### src/rtl/rr_arb8_pkg.sv
// rr_arb8_pkg: constants and types shared by the rr_arb8 arbiter files.
//   NREQ             number of requesting clients
//   IDXW             width of a client index
//   CNTW             width of the saturating tenure counter
//   HOLD_MAX_DEFAULT default maximum tenure for the timeout build
//   state_e          arbiter state (IDLE, GRANT)
package rr_arb8_pkg;

   localparam int NREQ             = 8;
   localparam int IDXW             = 3;
   localparam int CNTW             = 8;
   localparam int HOLD_MAX_DEFAULT = 16;

   typedef enum logic {
      IDLE  = 1'b0,
      GRANT = 1'b1
   } state_e;

endpackage

### src/rtl/rr_arb8_if.sv
// rr_arb8_if: request/grant bundle between the clients and the arbiter.
//   req      client request vector (bit i = client i)
//   done     owner finished with the resource
//   gnt      one-hot grant, zero when no owner
//   gnt_idx  binary index of gnt, zero when no owner
//   gnt_vld  a grant is held
//   ptr      current highest-priority client (debug)
// Modports: master = client side, slave = arbiter side.
interface rr_arb8_if;
   import rr_arb8_pkg::*;

   logic [NREQ-1:0] req;
   logic            done;
   logic [NREQ-1:0] gnt;
   logic [IDXW-1:0] gnt_idx;
   logic            gnt_vld;
   logic [IDXW-1:0] ptr;

   modport master (
      output req, done,
      input  gnt, gnt_idx, gnt_vld, ptr
   );

   modport slave (
      input  req, done,
      output gnt, gnt_idx, gnt_vld, ptr
   );

endinterface

### src/rtl/onehot8_enc.sv
// onehot8_enc: combinational 8-bit one-hot to 3-bit binary encoder.
//   onehot  in  8  one-hot (or zero) vector
//   idx     out 3  index of the set bit, 3'd0 when the input is zero
module onehot8_enc
   import rr_arb8_pkg::*;
(
   input  logic [NREQ-1:0] onehot,
   output logic [IDXW-1:0] idx
);

   // OR of the indices of set bits; exact for a one-hot input.
   always_comb begin
      // NOTE: every combinational output gets a default before any
      // conditional assignment, so no path leaves it unassigned (no latch).
      idx = '0;
      for (int i = 0; i < NREQ; i++) begin
         if (onehot[i]) idx = idx | IDXW'(i);
      end
   end

endmodule

### src/rtl/rr_arb8.sv
// rr_arb8: eight-requester round-robin arbiter with grant hold until release.
//   clk   in  rising-edge clock
//   rst   in  synchronous reset, active-high
//   bus   rr_arb8_if.slave: req, done in; gnt, gnt_idx, gnt_vld, ptr out
// Parameter HOLD_MAX (1..255): maximum tenure, used only when the macro
// RR_ARB8_TIMEOUT_EN is defined; otherwise a grant is held until done or
// until the owner drops its request.
module rr_arb8
   import rr_arb8_pkg::*;
#(
   parameter int HOLD_MAX = HOLD_MAX_DEFAULT
)(
   input  logic      clk,
   input  logic      rst,
   rr_arb8_if.slave  bus
);

   if (HOLD_MAX < 1 || HOLD_MAX > 255) begin : g_bad_hold_max
      $error("rr_arb8: HOLD_MAX must be in 1..255");
   end

   state_e          state_q, state_d;
   logic [NREQ-1:0] gnt_q, gnt_d;
   logic [IDXW-1:0] gnt_idx_q, gnt_idx_d;
   logic [IDXW-1:0] ptr_q, ptr_d;

   // Rotating-priority pick: rotate req right by ptr so the priority client
   // sits at bit 0, isolate the lowest set bit, rotate the result back.
   logic [NREQ-1:0]   req_rot, sel_rot, sel_gnt;
   logic [2*NREQ-1:0] req_dbl, sel_dbl;
   logic [IDXW-1:0]   sel_idx;

   assign req_dbl = {bus.req, bus.req} >> ptr_q;
   assign req_rot = req_dbl[NREQ-1:0];
   assign sel_rot = req_rot & (~req_rot + NREQ'(1));
   assign sel_dbl = {sel_rot, sel_rot} << ptr_q;
   assign sel_gnt = sel_dbl[2*NREQ-1:NREQ];

   onehot8_enc u_enc (
      .onehot (sel_gnt),
      .idx    (sel_idx)
   );

   logic release_now;

`ifdef RR_ARB8_TIMEOUT_EN
   logic [CNTW-1:0] cnt_q, cnt_d;
   localparam logic [CNTW-1:0] CNT_LAST = CNTW'(HOLD_MAX - 1);

   // Counter is 0 in the first grant cycle, so hitting HOLD_MAX-1 gives a
   // tenure of exactly HOLD_MAX cycles.
   assign release_now = bus.done | ~bus.req[gnt_idx_q] | (cnt_q == CNT_LAST);
`else
   assign release_now = bus.done | ~bus.req[gnt_idx_q];
`endif

   always_comb begin
      state_d   = state_q;
      gnt_d     = gnt_q;
      gnt_idx_d = gnt_idx_q;
      ptr_d     = ptr_q;
`ifdef RR_ARB8_TIMEOUT_EN
      cnt_d     = cnt_q;
`endif
      unique case (state_q)
         IDLE: begin
            if (|bus.req) begin
               gnt_d     = sel_gnt;
               gnt_idx_d = sel_idx;
               state_d   = GRANT;
`ifdef RR_ARB8_TIMEOUT_EN
               cnt_d     = '0;
`endif
            end
         end
         GRANT: begin
            if (release_now) begin
               gnt_d     = '0;
               gnt_idx_d = '0;
               // Natural 3-bit wrap takes 7 back to 0.
               ptr_d     = gnt_idx_q + IDXW'(1);
               state_d   = IDLE;
            end
`ifdef RR_ARB8_TIMEOUT_EN
            else if (cnt_q != '1) begin
               cnt_d = cnt_q + CNTW'(1);
            end
`endif
         end
         default: state_d = IDLE;
      endcase
   end

   // NOTE: reset is sampled only on the clock edge (synchronous) and it has
   // priority over every other input on that edge.
   always_ff @(posedge clk) begin
      // NOTE: state registers use non-blocking assignments so all flops
      // update from the same pre-edge values.
      if (rst) begin
         state_q   <= IDLE;
         gnt_q     <= '0;
         gnt_idx_q <= '0;
         ptr_q     <= '0;
`ifdef RR_ARB8_TIMEOUT_EN
         cnt_q     <= '0;
`endif
      end else begin
         state_q   <= state_d;
         gnt_q     <= gnt_d;
         gnt_idx_q <= gnt_idx_d;
         ptr_q     <= ptr_d;
`ifdef RR_ARB8_TIMEOUT_EN
         cnt_q     <= cnt_d;
`endif
      end
   end

   assign bus.gnt     = gnt_q;
   assign bus.gnt_idx = gnt_idx_q;
   assign bus.gnt_vld = (state_q == GRANT);
   assign bus.ptr     = ptr_q;

endmodule

### src/flat_wrapper.sv
// flat-port wrapper written by rule: the top's interface ports become plain ports
module rr_arb8_flat import rr_arb8_pkg::*;
#(
   parameter int HOLD_MAX = HOLD_MAX_DEFAULT
)
  (clk, rst, bus_req, bus_done, bus_gnt, bus_gnt_idx, bus_gnt_vld, bus_ptr);
  rr_arb8_if bus_i ();
  input  logic clk;
  input  logic rst;
  input wire logic [$bits(bus_i.req)-1:0] bus_req;
  input wire logic [$bits(bus_i.done)-1:0] bus_done;
  output wire logic [$bits(bus_i.gnt)-1:0] bus_gnt;
  output wire logic [$bits(bus_i.gnt_idx)-1:0] bus_gnt_idx;
  output wire logic [$bits(bus_i.gnt_vld)-1:0] bus_gnt_vld;
  output wire logic [$bits(bus_i.ptr)-1:0] bus_ptr;
  assign bus_i.req = bus_req;
  assign bus_i.done = bus_done;
  assign bus_gnt = bus_i.gnt;
  assign bus_gnt_idx = bus_i.gnt_idx;
  assign bus_gnt_vld = bus_i.gnt_vld;
  assign bus_ptr = bus_i.ptr;
  rr_arb8 #(.HOLD_MAX(HOLD_MAX)) u_core (.clk(clk), .rst(rst), .bus(bus_i));
endmodule
### config.mk
export PLATFORM = sky130hd
export DESIGN_NAME = rr_arb8_flat
export DESIGN_NICKNAME = d
export VERILOG_FILES = /design/src/rtl/rr_arb8_pkg.sv /design/src/rtl/rr_arb8_if.sv /design/src/rtl/onehot8_enc.sv /design/src/rtl/rr_arb8.sv /design/src/flat_wrapper.sv
export SDC_FILE = /design/constraint.sdc
export NUM_CORES = 1
export LEC_CHECK = 0
export ABC_AREA = 0
export CAP_MARGIN = 10
export CORE_UTILIZATION = 50
export DETAILED_ROUTE_END_ITERATION = 8
export PLACE_DENSITY = 0.89
export SYNTH_ARGS = -nofsm -noshare
export SYNTH_HDL_FRONTEND = slang
export SYNTH_SLANG_ARGS = --single-unit
### constraint.sdc
create_clock -name clk -period 2.6 [get_ports clk]
set_clock_uncertainty 0.1 [all_clocks]
set_input_delay 0.52 -clock clk [delete_from_list [all_inputs] [get_ports clk]]
set_output_delay 0.52 -clock clk [all_outputs]
set_load 0.01 [all_outputs]
==> flow_summary_export.csv, run 1 <==
group,metric,value,unit
outcome,status,"finished, violations left",
outcome,violations,"setup timing",
synthesis,synth-edff-count,0,
run,cap_violations,0,
finish,drive_gt1_frac,0.459,
route,drtIter0Drc,252,
floorplanning,io_pins,26,
cts,clkSinkCount,15,
cts,htree_levels,1,
min_path,holdCritPathClass,"register to register",
synthesis,synth-main-ff-cell,"dfxtp_1",
synthesis,yosys_warnings,0,
worst_setup_path,cp_max_fo,6,
power_and_ir_drop,ir_worst_vdd,0.361,mV
synthesis,ys_seq_area_frac,0.170,
timing,setup_violations,7,
timing,finalHoldViolCount,0,
timing,rsz0062_at_grt,"true",
route,vias,2105,
grt,grt_pass1_vias,2013,
synthesis,synth_most_common_cell,"nand2_1",
timing,fin_crit,2.70,ns
synthesis,synth-seq-cells,15,
placed_design,placed_cell_area,0.00230,mm²
power_and_ir_drop,finalPower,1.58,mW
timing,period_share,1.04,
cts,cts_made_buffers,3,
placed_design,dp_hpwl,3.87,mm
floorplanning,core_area,0.00336,mm²
synthesis,avgSynthCellArea,9.18,µm²
grt,grt_max_degree,22,
grt,antenna_found_initial,0,
route,first_pass_iters,5,
finish,fillers,223,
placed_design,gp_congestion,1.00,
cts,cts.hold.buffers_added,0,
route,drc,0,
placed_design,port_buffers,25,
route,via_per_inst,6.75,
cts,cts_tree,"built",
timing,relSlewSlack,0.577,
worst_setup_path,crit_path_end_kind,"register",
route,route.detailed.wl_per_inst,20.4,µm
synthesis,synth_top_area_frac,0.170,
worst_setup_path,required,2.71,ns
route,ant_nets,0,
synthesis,syn_area,0.00176,mm²
synthesis,synth_common_cells,"19 x nand2_1, 17 x mux2i_1, 15 x dfxtp_1",
timing,fmax,371,MHz
synthesis,yosysTopAreaCell,"dfxtp_1",
floorplanning,die_h,61.4,µm
worst_setup_path,cp.arrival,2.81,ns
grt,grt_pass1_wl,9.83,mm
route,finalWirelength,6.35,mm
power_and_ir_drop,p_per_area,598,mW/mm²
finish,area_growth,50.0,%
timing,timing.final.ws_setup,-0.0977,ns
synthesis,synthCells,192,
floorplanning,start_util,0.524,
grt,gr-total-overflow,0,
floorplanning,num_rows,21,
floorplanning,die_area,0.00377,mm²
timing,worst_pin_slew,0.630,ns
finish,finalInstanceArea,0.00265,mm²
finish,n_antenna_cell,0,
worst_setup_path,critPathKind,"register to register",
power_and_ir_drop,p_leak,0.998,nW
finish,final_nets,279,
synthesis,syn-num-nets,204,
placed_design,place_ws,-0.647,ns
timing,maxSlewViolCount,0,
cts,ctsRootBufferMaster,"clkbuf_4",
worst_setup_path,start_kind,"register",
synthesis,async_flop_share,0,
synthesis,synthDistinctLibCells,60,
cts,clockBufferDepth,2,
floorplanning,die_x,61.4,µm
grt,grt_util_all_layers,0.358,
synthesis,synth_area_leaders,"dfxtp_1 17%, mux4_2 13%, mux2i_1 9.7%",
cts,clock_latency,0.29,ns
timing,timing.hold.ws,0.386,ns
cts,clkTransAtPathRegs,0.09,ns
[cells by family (layout without fill, tap and decap cells)]
logic type / after synthesis / count (layout) / synth area share
AOI/OAI and AO/OA: 59 / 59 / 0.268
buffers and inverters: 18 / 92 / 0.0624
and+or+nand+nor: 57 / 57 / 0.155
muxes: 41 / 41 / 0.332
xor gates and xnor gates: 1 / 1 / 0.00497
DFF: 15 / 15 / 0.170
adders and majority gates: 1 / 1 / 0.00710
[power breakdown]
part / internal (mW) / switching (mW) / leakage [nW]
registers: 0.270 / 0.0471 / 0.124
logic: 0.577 / 0.551 / 0.858
clock network: 0.0598 / 0.0767 / 0.0150
total: 0.907 / 0.675 / 0.998
[timing repair]
item | 4_1_cts | 5_1_grt
buffers inserted | 12 | 4
setup endpoints to repair | 11 | 11
cloned | 1 | 0
pin swaps | 11 | 17
resized for setup | 51 | 31
[state kept, by name, summed over array words and instances, names as in the netlist]
register and count:
u_core.bus.gnt_vld 1, u_core.bus.gnt_idx 3, u_core.bus.ptr 3, u_core.bus.gnt 8
[layout make-up]
| cell class | instances | area (µm²) | area share |
|---|---|---|---|
| well taps | 46 | 57.6 | 0.0218 |
| clock buffers | 4 | 26.3 | 0.00993 |
| multi-input cells | 159 | 1520 | 0.575 |
| inverters | 6 | 22.5 | 0.00851 |
| flip-flops and latches | 15 | 308 | 0.116 |
| repair buffers | 82 | 709 | 0.268 |
[final timing paths]
path / endpoint / slack (ns) / cells past startpoint / from
setup / recovery: u_core.bus.gnt[6] / -0.1 / 8 / u_core.bus.ptr[1]
hold / removal: u_core.bus.gnt[1] / 0.39 / 1 / u_core.bus.gnt[1]
setup reg to reg: u_core.bus.gnt[6] / -0.1 / 8 / u_core.bus.ptr[1]
hold reg to reg: u_core.bus.gnt[1] / 0.39 / 1 / u_core.bus.gnt[1]
[cells in the final DEF, fill, tap and decap left out, types with 7 or more instances in the layout]
master           count
buf_4               47
nand2_1             18
clkdlybuf4s50_1     17
dfxtp_1             13
mux4_2              10
nor2_1              10
mux2i_1              9
a21oi_1              8
nor3_1               8
buf_2                8
o21ai_1              7
[metrics by stage]
step | util | setup TNS, ns | instances
finish | 0.786 | -0.357 | 312
global route | 0.786 | -1.54 | 312
CTS | 0.747 | -0.0350 | 309
detailed placement | 0.685 | -6.40 | 292
global placement | 0.685 | -5.71 | 292
floorplan | - | 0 | 192
[worst max-delay path: stages, from the launching register on]
cell	delay [ns]
dfxtp_4	0.39
buf_12	0.13
mux2_1	0.42
nor3_2	0.26
o21ai_1	0.15
or4_4	0.54
a31oi_4	0.27
mux2i_2	0.14
a211oi_2	0.19
[layer usage]
metal / track usage / part of all wire / vias up
li1: - / - / 924
met1: 0.425 / 0.39 / 1007
met2: 0.587 / 0.50 / 138
met3: 0.0819 / 0.064 / 36
met4: 0.225 / 0.046 / 0
met5: 0 / 0 / -
No activity file was read; power rests on OpenSTA's default activity.
==> run 2, diff against run 1 <==
--- a/config.mk
+++ b/config.mk
@@ -6,10 +6,11 @@
 export NUM_CORES = 1
 export LEC_CHECK = 0
 export ABC_AREA = 0
+export ABC_CLOCK_PERIOD_IN_PS = 2600
 export CAP_MARGIN = 10
 export CORE_UTILIZATION = 50
 export DETAILED_ROUTE_END_ITERATION = 8
-export PLACE_DENSITY = 0.89
+export PLACE_DENSITY = 0.79
 export SYNTH_ARGS = -nofsm -noshare
 export SYNTH_HDL_FRONTEND = slang
 export SYNTH_SLANG_ARGS = --single-unit
==> run 2 against run 1 <==
Compared with the run above:
- the flow still finishes with violations (setup timing)
- critical path depth did not move
- total power rose by 3.4%
- die area did not move
- highest routed layer unchanged
- hold slack got worse by 0.0067 ns
- sequential share of layout area fell by 0.48 points
- utilization rose by 3.4 points
- largest power group unchanged
- first-iteration DRC count fell by 22%
- cell count rose by 1.6%
- largest cell class unchanged
- global-route usage fell by 4.1 points
==> flow_summary_export.csv, run 2 (synthesized netlist as in run 1, its figures left out) <==
group,metric,value,unit
outcome,status,"finished, violations left",
outcome,violations,"setup timing",
grt,antenna_found_initial,0,
worst_setup_path,crit_path_end_kind,"register",
cts,clock_latency,0.29,ns
finish,final_nets,284,
power_and_ir_drop,p_clk_frac,0.083,
grt,grt_pass1_wl,8.64,mm
worst_setup_path,cp.arrival,2.95,ns
finish,drive_gt1_frac,0.487,
cts,cts_made_buffers,3,
timing,finalHoldViolCount,0,
power_and_ir_drop,pwr-share-comb,0.721,
worst_setup_path,required,2.69,ns
min_path,worstHoldEndpoint,"u_core.bus.gnt[7]",
power_and_ir_drop,internal_power,0.925,mW
cts,clkSinkCount,15,
finish,mostFrequentLayoutCells,"51 x buf_4, 17 x nand2_1, 17 x clkdlybuf4s50_1",
route,drtIter0Drc,196,
floorplanning,start_util,0.524,
power_and_ir_drop,swShare,0.435,
min_path,holdCritPathClass,"register to register",
route,via_per_inst,6.79,
timing,relSlewSlack,0.558,
cts,cts.hold.buffers_added,0,
route,ant_nets,0,
grt,gr-total-overflow,0,
worst_setup_path,start_kind,"register",
finish,n_antenna_cell,0,
route,first_pass_iters,6,
power_and_ir_drop,finalPower,1.64,mW
timing,fmax,349,MHz
power_and_ir_drop,p_seq_frac,0.197,
worst_setup_path,r2r_slack,-0.26,ns
cts,ctsRootBufferMaster,"clkbuf_4",
route,drc,0,
placed_design,port_buffers,25,
finish,largest_reg_flops,8,
floorplanning,io_pins,26,
finish,final_common_cell,"buf_4",
power_and_ir_drop,power.switching,0.711,mW
placed_design,dp_hpwl,4.15,mm
timing,timing.final.ws_setup,-0.262,ns
timing,setup_violations,10,
floorplanning,die_area,0.00377,mm²
timing,fin_crit,2.86,ns
floorplanning,core_area,0.00336,mm²
worst_setup_path,rr_startpoint,"u_core.bus.ptr[1]",
timing,rsz0062_at_grt,"true",
timing,period_share,1.10,
run,cap_violations,0,
grt,grt_pass1_vias,1826,
route,route.detailed.wl_per_inst,22.0,µm
grt,grt_max_degree,22,
timing,worst_pin_slew,0.659,ns
cts,clkTransAtPathRegs,0.09,ns
cts,clockBufferDepth,2,
cts,htree_levels,1,
worst_setup_path,r2r_end,"u_core.bus.gnt[2]",
power_and_ir_drop,p_per_area,593,mW/mm²
timing,maxSlewViolCount,0,
cts,cts_tree,"built",
worst_setup_path,cp_max_fo,7,
placed_design,gp_congestion,0.971,
timing,timing.hold.ws,0.380,ns
grt,grt_util_all_layers,0.317,
route,vias,2151,
min_path,hold_start,"u_core.bus.gnt[7]",
floorplanning,num_rows,21,
worst_setup_path,critPathKind,"register to register",
floorplanning,die_h,61.4,µm
worst_setup_path,rr_worst_depth,8,
finish,area_growth,56.5,%
power_and_ir_drop,p_leak,1.05,nW
power_and_ir_drop,ir_worst_vdd,0.478,mV
floorplanning,die_x,61.4,µm
finish,final_util,0.820,
min_path,timing.hold.worst_path_depth,2,
route,finalWirelength,6.99,mm
## run 2: cell types whose count changed in the layout (fill, tap and decap cells not counted), sizes merged
| cell | delta |
|---|---|
| clkdlybuf4s15 | +7 |
| buf | -3 |
| clkbuf | +1 |
| clkinv | -1 |
| clkinvlp | +1 |
## run 2: worst max-delay path by stage
stage	start	end	slack, ns	cells past startpoint
after global placement	bus_req[4]	u_core.bus.gnt_idx[2]	-0.56	8
after detailed placement	bus_req[4]	u_core.bus.gnt[0]	-0.67	9
after CTS	bus_req[6]	u_core.bus.gnt[6]	0.003	8
after global routing	bus_req[3]	u_core.bus.gnt[2]	-0.39	9
final	u_core.bus.ptr[1]	u_core.bus.gnt[2]	-0.26	8
after floorplan	u_core.bus.ptr[1]	u_core.bus.gnt[6]	0.09	9
## run 2: metal layers
layer	vias to the layer above	GRT usage	part of all wire
li1	934	-	-
met1	1029	0.363	0.37
met2	138	0.564	0.50
met3	50	0.0420	0.068
met4	0	0.190	0.059
met5	-	0	0
## run 2: critical path: stages (launching register included)
cell,delay [ns]
dfxtp_4,0.40
clkbuf_16,0.16
mux2i_1,0.41
mux2_2,0.28
a32oi_4,0.19
or4_4,0.53
a31oi_4,0.27
mux2i_1,0.14
a211oi_1,0.28
## run 2: area by class of cell
| type | instances | area (µm²) |
|---|---|---|
| Sequential cell | 15 | 308 |
| Timing Repair Buffer | 87 | 792 |
| Fill cell | 223 | 604 |
| Tap cell | 46 | 57.6 |
| Multi-Input combinational cell | 159 | 1550 |
| Inverter | 6 | 26.3 |
| Clock buffer | 4 | 26.3 |
## run 2: power by group through the flow
stage / combinational, mW / sequential (mW) / clock (mW)
after global routing: 1.24 / 0.327 / 0.146
after CTS: 0.972 / 0.318 / 0.135
after global placement: 0.895 / 0.320 / 0
final: 1.18 / 0.322 / 0.135
after detailed placement: 0.915 / 0.321 / 0
after floorplan: 0.553 / 0.324 / 0
## run 2: timing repair
action	in CTS	in global routing
setup buffers	4	6
gates resized for setup	39	41
setup endpoints to repair	11	10
gates cloned	0	1
pin swaps	5	15
## run 2: through the flow
stage | std cells | worst slack [ns] | TNS, ns | instance area [µm²]
6_report | 317 | -0.262 | -1.77 | 2760
5_1_grt | 317 | -0.388 | -2.85 | 2760
3_5_place_dp | 302 | -0.665 | -6.59 | 2380
2_1_floorplan | 192 | 0.0862 | 0 | 1760
4_1_cts | 310 | 0.00330 | 0 | 2500
3_3_place_gp | 302 | -0.559 | -5.55 | 2380
==> run 3, diff against run 2 <==
--- a/config.mk
+++ b/config.mk
@@ -6,11 +6,12 @@
 export NUM_CORES = 1
 export LEC_CHECK = 0
 export ABC_AREA = 0
-export ABC_CLOCK_PERIOD_IN_PS = 2600
+export ABC_CLOCK_PERIOD_IN_PS = 3200
 export CAP_MARGIN = 10
 export CORE_UTILIZATION = 50
 export DETAILED_ROUTE_END_ITERATION = 8
-export PLACE_DENSITY = 0.79
+export PLACE_DENSITY = 0.76
+export SETUP_SLACK_MARGIN = 0.05
 export SYNTH_ARGS = -nofsm -noshare
 export SYNTH_HDL_FRONTEND = slang
 export SYNTH_SLANG_ARGS = --single-unit
==> constraint.sdc (replaced) <==
create_clock -name clk -period 3.2 [get_ports clk]
set_clock_uncertainty 0.1 [all_clocks]
set_input_delay 0.64 -clock clk [delete_from_list [all_inputs] [get_ports clk]]
set_output_delay 0.64 -clock clk [all_outputs]
set_load 0.01 [all_outputs]
==> run 3 against run 2 <==
Compared with the run above:
- the flow now finishes without violations
- cell area is 16% lower
- clock power down 20%
- routed wire length decreased by 23%
- cell count fell by 9.5%
- sequential power fell by 19%
- largest cell class unchanged
- via count decreased by 11%
- combinational power fell by 38%
==> flow_summary_export.csv, run 3 (synthesized netlist as in run 1, its figures left out) <==
group,metric,value,unit
worst_setup_path,start_kind,"input pin",
route,ant_nets,0,
run,cap_violations,0,
finish,final_nets,254,
power_and_ir_drop,power.switching,0.480,mW
floorplanning,die_area,0.00377,mm²
power_and_ir_drop,pwr-share-comb,0.664,
grt,grt_pass1_wl,8.44,mm
route,routed-wl-met2,2.72,mm
cts,post_cts_buffers,0,
timing,maxSlewViolCount,0,
floorplanning,io_pins,26,
power_and_ir_drop,ir_worst_vdd,0.347,mV
power_and_ir_drop,p_seq_frac,0.238,
worst_setup_path,required,3.31,ns
cts,clock_latency,0.28,ns
timing,fin_setup_tns,0,ns
placed_design,dp_cells,283,
route,finalWirelength,5.38,mm
power_and_ir_drop,internal_power,0.620,mW
worst_setup_path,cp_slowest_cell,"or4_4",
timing,relSlewSlack,0.544,
power_and_ir_drop,swShare,0.437,
finish,stdcell_count,287,
worst_setup_path,cp_max_fo,9,
finish,area_growth,31.2,%
route,first_pass_iters,5,
timing,worst_pin_slew,0.684,ns
finish,mostFrequentLayoutCells,"31 x buf_4, 19 x nand2_1, 17 x mux2i_1, 17 x clkdlybuf4s50_1, 14 x dfxtp_1",
worst_setup_path,critPathKind,"input pin to register",
finish,drive_gt1_frac,0.295,
floorplanning,core_area,0.00336,mm²
cts,clockBufferDepth,2,
route,met3WireLength,254,µm
floorplanning,die_x,61.4,µm
finish,n_antenna_cell,0,
grt,grt_util_all_layers,0.304,
placed_design,port_buffers,25,
worst_setup_path,crit_chain,"dlygate4sd2_1, mux4_2, mux2i_4, nand2_1, or4_4, a31oi_4, mux2i_1, a211oi_2",
floorplanning,start_util,0.524,
timing,finalHoldViolCount,0,
worst_setup_path,crit_path_end_kind,"register",
cts,htree_levels,1,
placed_design,gp_congestion,0.928,
grt,gr-total-overflow,0,
cts,ctsRootBufferMaster,"clkbuf_4",
route,drtIter0Drc,201,
route,route.detailed.wl_per_inst,18.8,µm
route,vias,1910,
worst_setup_path,cpPeakStageDelay,0.59,ns
route,via_per_inst,6.66,
route,top_layer_used,"met4",
power_and_ir_drop,p_leak,0.901,nW
worst_setup_path,cp.arrival,3.05,ns
cts,cts_made_buffers,3,
min_path,holdCritPathClass,"register to register",
floorplanning,num_rows,21,
outcome,status,"finished, final reports clean",
floorplanning,die_h,61.4,µm
finish,final_common_cell,"buf_4",
timing,fmax,339,MHz
route,drc,0,
power_and_ir_drop,p_clk_frac,0.099,
timing,rsz0062_at_grt,"false",
power_and_ir_drop,p_per_area,476,mW/mm²
cts,clkSinkCount,15,
grt,grt_pass1_vias,1735,
grt,antenna_found_initial,0,
worst_setup_path,critPathBufInv,1,
timing,period_share,0.921,
power_and_ir_drop,finalPower,1.10,mW
cts,clkTransAtPathRegs,0.09,ns
grt,grt_max_degree,40,
route,met1_length,2.22,mm
worst_setup_path,crit_family,"multiplexers",
cts,cts_tree,"built",
finish,largest_reg_flops,8,
timing,setup_violations,0,
placed_design,dp_hpwl,3.97,mm
timing,fin_crit,2.95,ns
-- run 3: cell types whose count changed in the layout (fill, tap and decap cells not counted), sizes merged, moves of 2 or more --
cell,change
clkinv,+2
dlymetal6s2s,+7
clkdlybuf4s15,-7
clkbuf,-2
buf,-30
-- run 3: repair_timing --
item	4_1_cts	5_1_grt
pin swaps	0	2
hold buffers	0	0
endpoints found under the setup margin	2	11
endpoints found under the hold margin	0	0
resized for setup	1	13
-- run 3: power groups by stage --
stage          clock (mW)  combinational, mW  sequential [mW]
6_report            0.108              0.730            0.262
5_1_grt             0.116              0.774            0.268
4_1_cts             0.111              0.698            0.262
3_5_place_dp            0              0.692            0.266
3_3_place_gp            0              0.677            0.262
2_1_floorplan           0              0.449            0.263
-- run 3: routing by layer --
metal,GRT usage,vias to the layer above
met5,0,-
met4,0.140,0
met3,0.0126,25
met2,0.534,88
met1,0.385,924
li1,-,873
-- run 3: layout make-up --
class,count,area [µm²]
clock inverter,1,5.00
inverter,6,22.5
tap,46,57.6
clock buffer,3,22.5
fill,291,1050
timing repair buffer,57,519
multi-input combinational,159,1380
sequential,15,302
-- run 3: worst reg2reg max path, stage by stage, from the launching register on --
cell	delay, ns
dfxtp_2	0.51
buf_4	0.32
clkinv_1	0.32
mux4_2	0.34
o21ai_1	0.10
or4_4	0.55
a31oi_4	0.22
mux2i_1	0.15
a211oi_2	0.24
-- run 3: stage by stage --
stage               hold slack (ns)  setup slack (ns)  area, µm²   util
finish                        0.378             0.254       2310  0.688
global route                  0.415            0.0596       2310  0.688
CTS                           0.381            0.0505       2260  0.673
detailed placement            0.363            -0.250       2240  0.665
global placement              0.346           -0.0986       2240  0.665
floorplan                     0.376             0.641       1760      -
-- run 3: path summary, 6_finish.rpt --
check / from / endpoint / slack [ns] / depth (start not counted)
min: u_core.bus.gnt[7] / u_core.bus.gnt[7] / 0.38 / 2
max: bus_req[4] / u_core.bus.gnt[6] / 0.25 / 8
max reg2reg: u_core.bus.ptr[0] / u_core.bus.gnt[6] / 0.26 / 8
min reg2reg: u_core.bus.gnt[7] / u_core.bus.gnt[7] / 0.38 / 2
